[config.mk]
export PLATFORM = sky130hd
export DESIGN_NAME = mvm_loader
export DESIGN_NICKNAME = d
export VERILOG_FILES = /design/src/rtl/mvm_loader.sv
export SDC_FILE = /design/constraint.sdc
export NUM_CORES = 1
export LEC_CHECK = 0
export ABC_AREA = 1
export BUFFER_PORTS_ARGS = -buffer_cell sky130_fd_sc_hd__buf_4
export CAP_MARGIN = 20
export CORE_MARGIN = 2
export CORE_UTILIZATION = 40
export CTS_BUF_LIST = sky130_fd_sc_hd__clkbuf_2
export DETAILED_ROUTE_END_ITERATION = 10
export PLACE_DENSITY = 0.73
export SYNTH_ARGS = -nofsm -noshare
export SYNTH_HDL_FRONTEND = slang
export SYNTH_SLANG_ARGS = --single-unit
[constraint.sdc]
create_clock -name clk -period 5.77 [get_ports clk]
set_input_delay 1.154 -clock clk [delete_from_list [all_inputs] [get_ports clk]]
set_output_delay 1.154 -clock clk [all_outputs]
set_load 0.05 [all_outputs]
[src/rtl/mvm_loader.sv]
// Purpose : write-side loader; scatters a host word stream into the vector memory or the per-lane matrix memories.
// Latency : a beat accepted at cycle C appears on the write port at C+1; done pulses with the last write.
// Backpr. : iready is high for the whole LOAD state; ivalid gaps simply stall the counters (no skid needed).
//
// Ports: clk/rst (async active-low); start/sel_mat/vec_start_addr/mat_start_addr/num_words/num_rows_per_olane
// form the command (sampled only while busy=0); idata/ivalid/iready is the input stream; vec_* and mat_*
// are the registered memory write ports (mat_wen one-hot per lane); busy/done report command progress.
module mvm_loader #(
    parameter int VEC_ADDRW  = 8,
    parameter int MAT_ADDRW  = 9,
    parameter int VEC_SIZEW  = VEC_ADDRW + 1,
    parameter int MAT_SIZEW  = MAT_ADDRW + 1,
    parameter int NUM_OLANES = 8,
    parameter int DATAW      = 64
) (
    input  logic                  clk,
    input  logic                  rst,
    input  logic                  start,
    input  logic                  sel_mat,
    input  logic [VEC_ADDRW-1:0]  vec_start_addr,
    input  logic [MAT_ADDRW-1:0]  mat_start_addr,
    input  logic [VEC_SIZEW-1:0]  num_words,
    input  logic [MAT_SIZEW-1:0]  num_rows_per_olane,
    input  logic [DATAW-1:0]      idata,
    input  logic                  ivalid,
    output logic                  iready,
    output logic [VEC_ADDRW-1:0]  vec_waddr,
    output logic [DATAW-1:0]      vec_wdata,
    output logic                  vec_wen,
    output logic [MAT_ADDRW-1:0]  mat_waddr,
    output logic [DATAW-1:0]      mat_wdata,
    output logic [NUM_OLANES-1:0] mat_wen,
    output logic                  busy,
    output logic                  done
);
    localparam int LANEW = $clog2(NUM_OLANES);

    typedef enum logic {IDLE, LOAD} state_t;
    state_t state, state_nxt;

    // latched command
    logic                 cmd_mat;
    logic [VEC_ADDRW-1:0] vbase;
    logic [MAT_ADDRW-1:0] mbase;
    logic [VEC_SIZEW-1:0] nw;
    logic [MAT_SIZEW-1:0] nr;

    // stream position
    logic [VEC_SIZEW-1:0] word;
    logic [LANEW-1:0]     lane;
    logic [MAT_SIZEW-1:0] local_row;
    logic [MAT_ADDRW-1:0] row_base;   // local_row*nw, kept incrementally

    logic accept, take_cmd, zero_cmd, word_last, lane_last, row_last, last_beat;

    assign iready    = (state == LOAD);
    assign busy      = (state == LOAD) | done;
    assign accept    = iready & ivalid;
    // the done cycle still counts as busy, so a start there is ignored
    assign take_cmd  = (state == IDLE) & ~done & start;
    assign zero_cmd  = (num_words == '0) | (sel_mat & (num_rows_per_olane == '0));
    assign word_last = (word == nw - VEC_SIZEW'(1));
    assign lane_last = &lane;   // NUM_OLANES is a power of two
    assign row_last  = (local_row == nr - MAT_SIZEW'(1));
    assign last_beat = word_last & (~cmd_mat | (lane_last & row_last));

    always_ff @(posedge clk or negedge rst) begin
        if (!rst) state <= IDLE;
        else      state <= state_nxt;
    end

    always_comb begin
        state_nxt = state;
        case (state)
            IDLE:    if (take_cmd && !zero_cmd) state_nxt = LOAD;
            LOAD:    if (accept && last_beat)  state_nxt = IDLE;
            default: state_nxt = IDLE;
        endcase
    end

    always_ff @(posedge clk or negedge rst) begin
        if (!rst) begin
            cmd_mat   <= 1'b0;
            vbase     <= '0;
            mbase     <= '0;
            nw        <= '0;
            nr        <= '0;
            word      <= '0;
            lane      <= '0;
            local_row <= '0;
            row_base  <= '0;
            vec_waddr <= '0;
            vec_wdata <= '0;
            vec_wen   <= 1'b0;
            mat_waddr <= '0;
            mat_wdata <= '0;
            mat_wen   <= '0;
            done      <= 1'b0;
        end else begin
            vec_wen <= 1'b0;
            mat_wen <= '0;
            done    <= 1'b0;

            if (take_cmd) begin
                cmd_mat   <= sel_mat;
                vbase     <= vec_start_addr;
                mbase     <= mat_start_addr;
                nw        <= num_words;
                nr        <= num_rows_per_olane;
                word      <= '0;
                lane      <= '0;
                local_row <= '0;
                row_base  <= '0;
                if (zero_cmd) done <= 1'b1;
            end

            if (accept) begin
                if (cmd_mat) begin
                    mat_waddr     <= mbase + row_base + MAT_ADDRW'(word);
                    mat_wdata     <= idata;
                    mat_wen[lane] <= 1'b1;
                end else begin
                    vec_waddr <= vbase + VEC_ADDRW'(word);
                    vec_wdata <= idata;
                    vec_wen   <= 1'b1;
                end

                // word -> lane -> local_row carry chain; row_base advances once per lane wrap
                if (word_last) begin
                    word <= '0;
                    lane <= lane + LANEW'(1);
                    if (lane_last) begin
                        local_row <= local_row + MAT_SIZEW'(1);
                        row_base  <= row_base + MAT_ADDRW'(nw);
                    end
                end else begin
                    word <= word + VEC_SIZEW'(1);
                end

                if (last_beat) done <= 1'b1;
            end
        end
    end
endmodule

==> metrics.txt, run 1 <==
Hold/Removal Path Class=input pin to async pin; DP Area=roughly 0.013 sq mm; worst path bufs/invs=2; CP max stage delay=between 0.4 and 0.5 ns; Setup crit end kind=output pin; P&R area growth vs syn=25.39%; crit-path leading delay family=flip-flops; Seq cells post-synth=between 200 and 250; post-route ant nets=0; Yosys warnings=0; crit-path cells=nor2_1 -> inv_1 -> buf_4; CTS Sinks=224; post-synthesis sequential area ratio=a little over half; Area contributors post-synth=dfrtp_1 (53%), nand2_1 (14%), o21ai_0 (8.0%), inv_1 (5.2%), ha_1 (3.3%); Setup TNS=0 ns; WL/cell=14.61 microns; Synth Area in Compound Gates=roughly a tenth; PnR worst setup slack=roughly 3.0 ns; area of the mapped netlist=~0.011 sq mm; TritonCTS clock tree=yes; Die Y=around 170 microns; Mean Syn Cell Area=between 8 and 9 sq um; antenna violations before repair=1; Final Skew=between 0.03 and 0.04 ns; row count=59; actual slew at the worst max-slew pin=approximately 0.99 ns; RSZ-0062 raised after global routing=false; Inserted Clock Buffers=between 50 and 60; core footprint=roughly 0.026 sq mm; Clk pin slew, worst setup/hold paths=around 0.09 ns; Max Freq=around 0.36 GHz; port bufs=about 260; largest net degree at the start of global routing=roughly 120; Max IR drop VDD=approximately 0.49 mV; max_slew headroom=about a third; minimum clock period=roughly 2.8 ns; vias per cell=slightly below 5; post-synthesis xor/xnor area fraction=~2.8%; synthesized net count=between 1000 and 1500; Final Hold Viols=0; filler cell count=between 2000 and 2500; first-pass GRT wire length=roughly 45000 microns; layer with the highest usage=met2; first-pass iteration count of the detailed router=5; later-pin clock latency in the skew report=~0.83 ns; drt drc=0; layout cells sized above 1=approximately a quarter; synth cell count leaders=nand2_1 (389), dfrtp_1 (224), o21ai_0 (168); met1 Resource Use GR=25.16%; largest family of logic cells by synthesized area=simple AND/OR/NAND/NOR gates; drt first-iter violations=just under 700; final hold slack=0.3364 ns; max_cap viols=0; critical path arrival=1.63 ns; LEAKAGE=~0.0071 uW; Synth Area in Simple Gates=slightly above 20%; I/O pin count=~260; status=complete, no violations; worst-path maximum fanout=2; EDFF count, synth=0; Placer Congestion=~0.87; cts hold-fix bufs=0; Synth Area in Adders=approximately 5.4%; Synth cell types=38; storage element area=between 0.005 and 0.006 sq mm; M2 GR Usage=about a third; Final setup viols=0; initial cell density of the core=approximately two fifths; met3 Resource Use GR=~5.5%; crit path launch type=flop; fin area=between 0.01 and 0.015 sq mm; post-cts resize count=0; WS Path Type=flop to output pin; global route overflow=0; most common cell in the netlist=nand2_1; PD cells=approximately 650 mW/mm^2; Die Width=approximately 170 microns; total track usage=a little under 20%; Post-Place Setup Slack=roughly 2.6 ns; Post-CTS Setup Bufs=0; root buffer cell=clkbuf_2; Synth top area share=a little over half; CTS H-Tree Depth=2; total routed wirelength=approximately 27000 microns; Max Transition Viols Final=0; Main synth FF type=dfrtp_1; # nets final=~1700; Final HPWL DP=around 20000 microns; ys async rst share=100.0%; critical path launch point=done; worst-path cell with the longest stage delay=dfrtp_1; period utilisation layout=between 40% and 50%; Synth area leader=dfrtp_1; Syn Inst Count=1240; die area=between 0.02 and 0.03 sq mm; number of global-route vias before repair=just under 9000; mux cell area share after synthesis=0%; clock buffer depth=3; area of the multi-input gates=around 0.0042 sq mm; Vias=slightly above 9000; WP data required=4.62 ns; worst r2r src=word[0]
==> placed cells by master, fill, tap and decap left out, drive strengths merged, types with 2 or more instances in the layout <==
cell type / netlist / final
nand2: 391 / 391
buf: 6 / 265
dfrtp: 224 / 224
o21ai: 180 / 180
inv: 149 / 150
clkbuf: 39 / 76
nor2: 68 / 68
nand3: 53 / 53
ha: 28 / 28
xor2: 24 / 24
a21oi: 17 / 17
fa: 11 / 11
o22ai: 10 / 10
clkinv: 0 / 9
xnor2: 7 / 7
nor3: 6 / 6
nand4: 5 / 5
nand3b: 4 / 4
nor4: 4 / 4
or2: 3 / 3
a31oi: 2 / 2
o21a: 2 / 2
==> state kept, by name, indices dropped and copies added (netlist names) <==
signal / count
mat_wdata: 64
vec_wdata: 64
local_row: 10
nr: 10
mat_waddr: 9
mbase: 9
nw: 9
row_base: 9
word: 9
mat_wen: 8
vbase: 8
vec_waddr: 8
lane: 3
cmd_mat: 1
done: 1
iready: 1
vec_wen: 1
==> per-layer routing <==
layer  vias up  part of all wire [%]
met5         -                     0
met4         0                   3.1
met3        58                   7.8
li1       4498                     -
met2       335                    47
met1      4233                    42
==> kinds of logic after synthesis <==
logic type	count (synthesis)
XOR/XNOR	32
AO/OA/AOI/OAI	216
AND/OR/NAND/NOR	535
buffers and inverters	194
adder cells (fa/ha/maj)	39
flip-flops	224
==> area by class of cell <==
| cell class | instances | share of cell area (%) |
|---|---|---|
| timing repair buffer | 265 | 15.22 |
| tap | 335 | 3.176 |
| clock buffer | 76 | 2.882 |
| sequential | 224 | 42.47 |
| inverter | 149 | 4.275 |
| antenna | 1 | 0.01896 |
| multi-input combinational | 822 | 31.58 |
| clock inverter | 10 | 0.3792 |
==> worst reg2reg max path, cell delays in order, from the launching register on <==
cell and delay, ns:
dfrtp_1 0.44, inv_1 0.15, fa_1 0.41, inv_1 0.07, ha_1 0.16, inv_1 0.05
fa_1 0.39, o21ai_0 0.27, nand2_1 0.13, nand2_1 0.08, a21oi_1 0.07, xor2_1 0.14
o21ai_0 0.13
==> worst paths after layout <==
check,slack (ns),cells past startpoint,to
setup / recovery,2.99,3,busy
hold / removal,0.34,1,vec_wdata[18]
setup reg to reg,3.23,12,mat_waddr[7]
hold reg to reg,0.47,2,vec_waddr[0]
max in group asynchronous,4.26,2,nr[6]
min in group clk,0.47,2,vec_waddr[0]
==> report_power, final <==
part	leakage (uW)	internal, uW	switching [uW]	total, uW
Clock	0.000342	353	607	961
Sequential	0.00283	2250	526	2770
Combinational	0.00393	1460	3330	4800
==> through the flow <==
stage          std cells  util (%)  power, uW
5_1_grt             1882     50.79       9176
3_3_place_gp        1795     49.13       7506
4_1_cts             1881     50.78       8614
6_report            1882     50.79       8531
2_1_floorplan       1240         -       6091
3_5_place_dp        1795     49.13       7616
(Power assumes the default switching activity.)
==> run 2, diff against run 1 <==
--- a/config.mk
+++ b/config.mk
@@ -5,14 +5,14 @@
 export SDC_FILE = /design/constraint.sdc
 export NUM_CORES = 1
 export LEC_CHECK = 0
-export ABC_AREA = 1
+export ABC_AREA = 0
 export BUFFER_PORTS_ARGS = -buffer_cell sky130_fd_sc_hd__buf_4
 export CAP_MARGIN = 20
 export CORE_MARGIN = 2
 export CORE_UTILIZATION = 40
 export CTS_BUF_LIST = sky130_fd_sc_hd__clkbuf_2
 export DETAILED_ROUTE_END_ITERATION = 10
-export PLACE_DENSITY = 0.73
+export PLACE_DENSITY = 0.75
 export SYNTH_ARGS = -nofsm -noshare
 export SYNTH_HDL_FRONTEND = slang
 export SYNTH_SLANG_ARGS = --single-unit
==> constraint.sdc (replaced) <==
create_clock -name clk -period 2.3 [get_ports clk]
set_input_delay 0.46 -clock clk [delete_from_list [all_inputs] [get_ports clk]]
set_output_delay 0.46 -clock clk [all_outputs]
set_load 0.05 [all_outputs]
==> metrics.txt, run 2 <==
status=complete, but fails checks; violated checks=setup timing; max layer used=met4; number of global-route vias before repair=roughly 9100; Mean Syn Cell Area=between 10 and 15 sq um; RSZ-0062 raised after global routing=true; combinational share of power=about 57%; Max Transition Viols Final=0; crit path launch type=flop; post-route ant nets=0; Post-Place Setup Slack=-0.5100 ns; Inserted Clock Buffers=just under 60; Flop pwr share=30.8%; Synth cell types=66; LEAKAGE=around 0.0077 uW; internal power=10870 uW; CTS H-Tree Depth=2; row count=58; PD cells=approximately 1400 mW/mm^2; filler cell count=1979; met3 WL=between 2000 and 2500 microns; core footprint=around 0.025 sq mm; max_slew headroom=between 40 and 50%; drt first-iter violations=~700; period utilisation layout=119.3%; most common cell after layout, fill and taps aside=nand2_1; largest net degree at the start of global routing=86; Antenna Cells=0; Area contributors post-synth=dfrtp_1 (54%), nand2_1 (12%), mux2_2 (7.1%), ha_1 (3.4%), fa_1 (2.1%); Net Sw Power=around 11000 uW; Placer Congestion=between 0.8 and 0.9; storage element area=about 0.0056 sq mm; Final Hold Viols=0; WL met2=15410 microns; Max IR drop VDD=roughly 1.1 mV; initial cell density of the core=between 40% and 50%; crit-path leading delay family=compound AO/OA/AOI/OAI gates; most common cell in the netlist=nand2_1; max_cap viols=0; clock buffer depth=3; vias per cell=around 5; drt drc=0; Final HPWL DP=between 15000 and 20000 microns; CP max stage delay=~0.48 ns; Die Width=164.5 microns; r2r setup slk=-0.44 ns; R2R cell count=11; Max Freq=between 0.3 and 0.4 GHz; worst-path maximum fanout=7; synthesized net count=roughly 1100; Yosys warnings=0; P&R area growth vs syn=46.03%; layout cells sized above 1=37.61%; sw frac=between 50 and 60%; Clk pin slew, worst setup/hold paths=between 0.1 and 0.15 ns; minimum clock period=approximately 2.7 ns; area of the mapped netlist=between 0.01 and 0.015 sq mm; first-pass iteration count of the detailed router=5; # nets final=1608; first-pass GRT wire length=roughly 47000 microns; global route overflow=0; area of the multi-input gates=between 0.004 and 0.005 sq mm; worst-path cell with the longest stage delay=or4b_4; Vias=between 9000 and 10000; WP data required=around 3 ns; Final Skew=approximately 0.047 ns; Synth top area share=about 54%; leading registers by flop count=mat_wdata (64), vec_wdata (64); Seq cells post-synth=between 200 and 250; CTS Sinks=about 220; TritonCTS clock tree=yes; commonest non-fill, non-tap cells in the layout=nand2_1 (332), buf_4 (316), dfrtp_1 (220); total track usage=a little over a fifth; total routed wirelength=around 30000 microns; Hold/Removal Path Class=input pin to async pin; synth cell count leaders=nand2_1 (333), dfrtp_1 (224), mux2_2 (65); WS Path Type=flop to flop; Die Y=between 150 and 200 microns; I/O pin count=~260; worst r2r src=nw[0]; WL/cell=between 15 and 20 microns; Setup TNS=-11.68 ns; later-pin clock latency in the skew report=approximately 0.84 ns; worst path bufs/invs=3; EDFF count, synth=0; Final setup viols=35; PnR worst setup slack=-0.4430 ns; ys async rst share=100.0%; crit-path cells=inv_2 -> ha_4 -> or4b_4 -> a2111oi_4 -> nor2_2 -> a2111oi_4 -> buf_4 -> or2_4 -> buf_4 -> o21ai_2 -> a21o_1; Clk pwr share=between 10% and 20%; Setup crit end kind=flop; critical path arrival=3.45 ns; Synth area leader=dfrtp_1; final hold slack=between 0.15 and 0.2 ns; antenna violations before repair=0; post-synthesis sequential area ratio=a little over half; Syn Inst Count=1003; WL met1=around 12000 microns; Main synth FF type=dfrtp_1; port bufs=around 260; die area=roughly 0.027 sq mm; root buffer cell=clkbuf_2; actual slew at the worst max-slew pin=about 0.83 ns; r2r endpoint=word[4]
[run 2: how the worst max path moves through the flow]
| stage | from | end | slack [ns] | cells after the start |
|---|---|---|---|---|
| 2_1_floorplan | nw[0] | row_base[8] | -0.35 | 9 |
| 3_3_place_gp | nw[0] | local_row[2] | -0.42 | 10 |
| 3_5_place_dp | nw[0] | local_row[3] | -0.51 | 10 |
| 4_1_cts | nw[0] | row_base[8] | -0.44 | 9 |
| 5_1_grt | nw[0] | word[5] | -0.57 | 11 |
| 6_report | nw[0] | word[4] | -0.44 | 11 |
[run 2: power groups by stage]
| stage | registers [uW] | logic, uW | clock network [uW] |
|---|---|---|---|
| finish | 6710 | 12500 | 2600 |
| global route | 6900 | 13200 | 2930 |
| CTS | 6650 | 12300 | 2700 |
| detailed placement | 6740 | 12000 | 0 |
| global placement | 6660 | 11800 | 0 |
| floorplan | 11200 | 3410 | 0 |
[run 2: cells by family (layout without fill, tap and decap cells)]
group | Yosys count | in the layout | synth area share [%]
mux | 72 | 72 | 7.828
buf+inv | 71 | 572 | 3.022
simple gates | 450 | 451 | 19.01
compound gates | 103 | 103 | 6.505
flops | 224 | 224 | 54.37
xor+xnor | 44 | 44 | 3.738
fa+ha+maj | 39 | 39 | 5.534
[run 2: cell type report]
cell class                 count  share of cell area, %
clock buffer                  85                  2.826
clock inverter                16                 0.4488
inverter                      26                 0.6482
multi-input combinational    709                  31.03
sequential                   224                  37.26
tap                          330                  2.742
timing repair buffer         445                  25.04
[run 2: per-stage QoR]
step	instances	util (%)	cell area [sq um]	total power, uW
detailed placement	1612	52.13	13160	18720
floorplan	1003	-	10430	14630
global route	1835	59.62	15060	23070
global placement	1612	52.13	13160	18470
finish	1835	59.62	15060	21820
CTS	1828	59.02	14910	21680
[run 2: layer usage]
metal | vias to the layer above | track usage, %
li1 | 4288 | -
met1 | 4424 | 26.30
met2 | 327 | 38.27
met3 | 71 | 4.571
met4 | 0 | 8.458
met5 | - | 0
[run 2: worst reg2reg max path, cell delays in order, from the launching register on]
cell and delay, ns:
dfrtp_1 0.41, inv_2 0.09, ha_4 0.13, or4b_4 0.48, a2111oi_4 0.21, nor2_2 0.09
a2111oi_4 0.47, buf_4 0.23, or2_4 0.18, buf_4 0.13, o21ai_2 0.05, a21o_1 0.16
[run 2: timing repair]
action / CTS / global route
pin swaps: 25 / 15
setup endpoints to repair: 36 / 40
hold buffers: 103 / 0
hold endpoints to repair: 394 / 0
cloned: 1 / 0
setup buffers: 11 / 9
gates resized for setup: 35 / 28
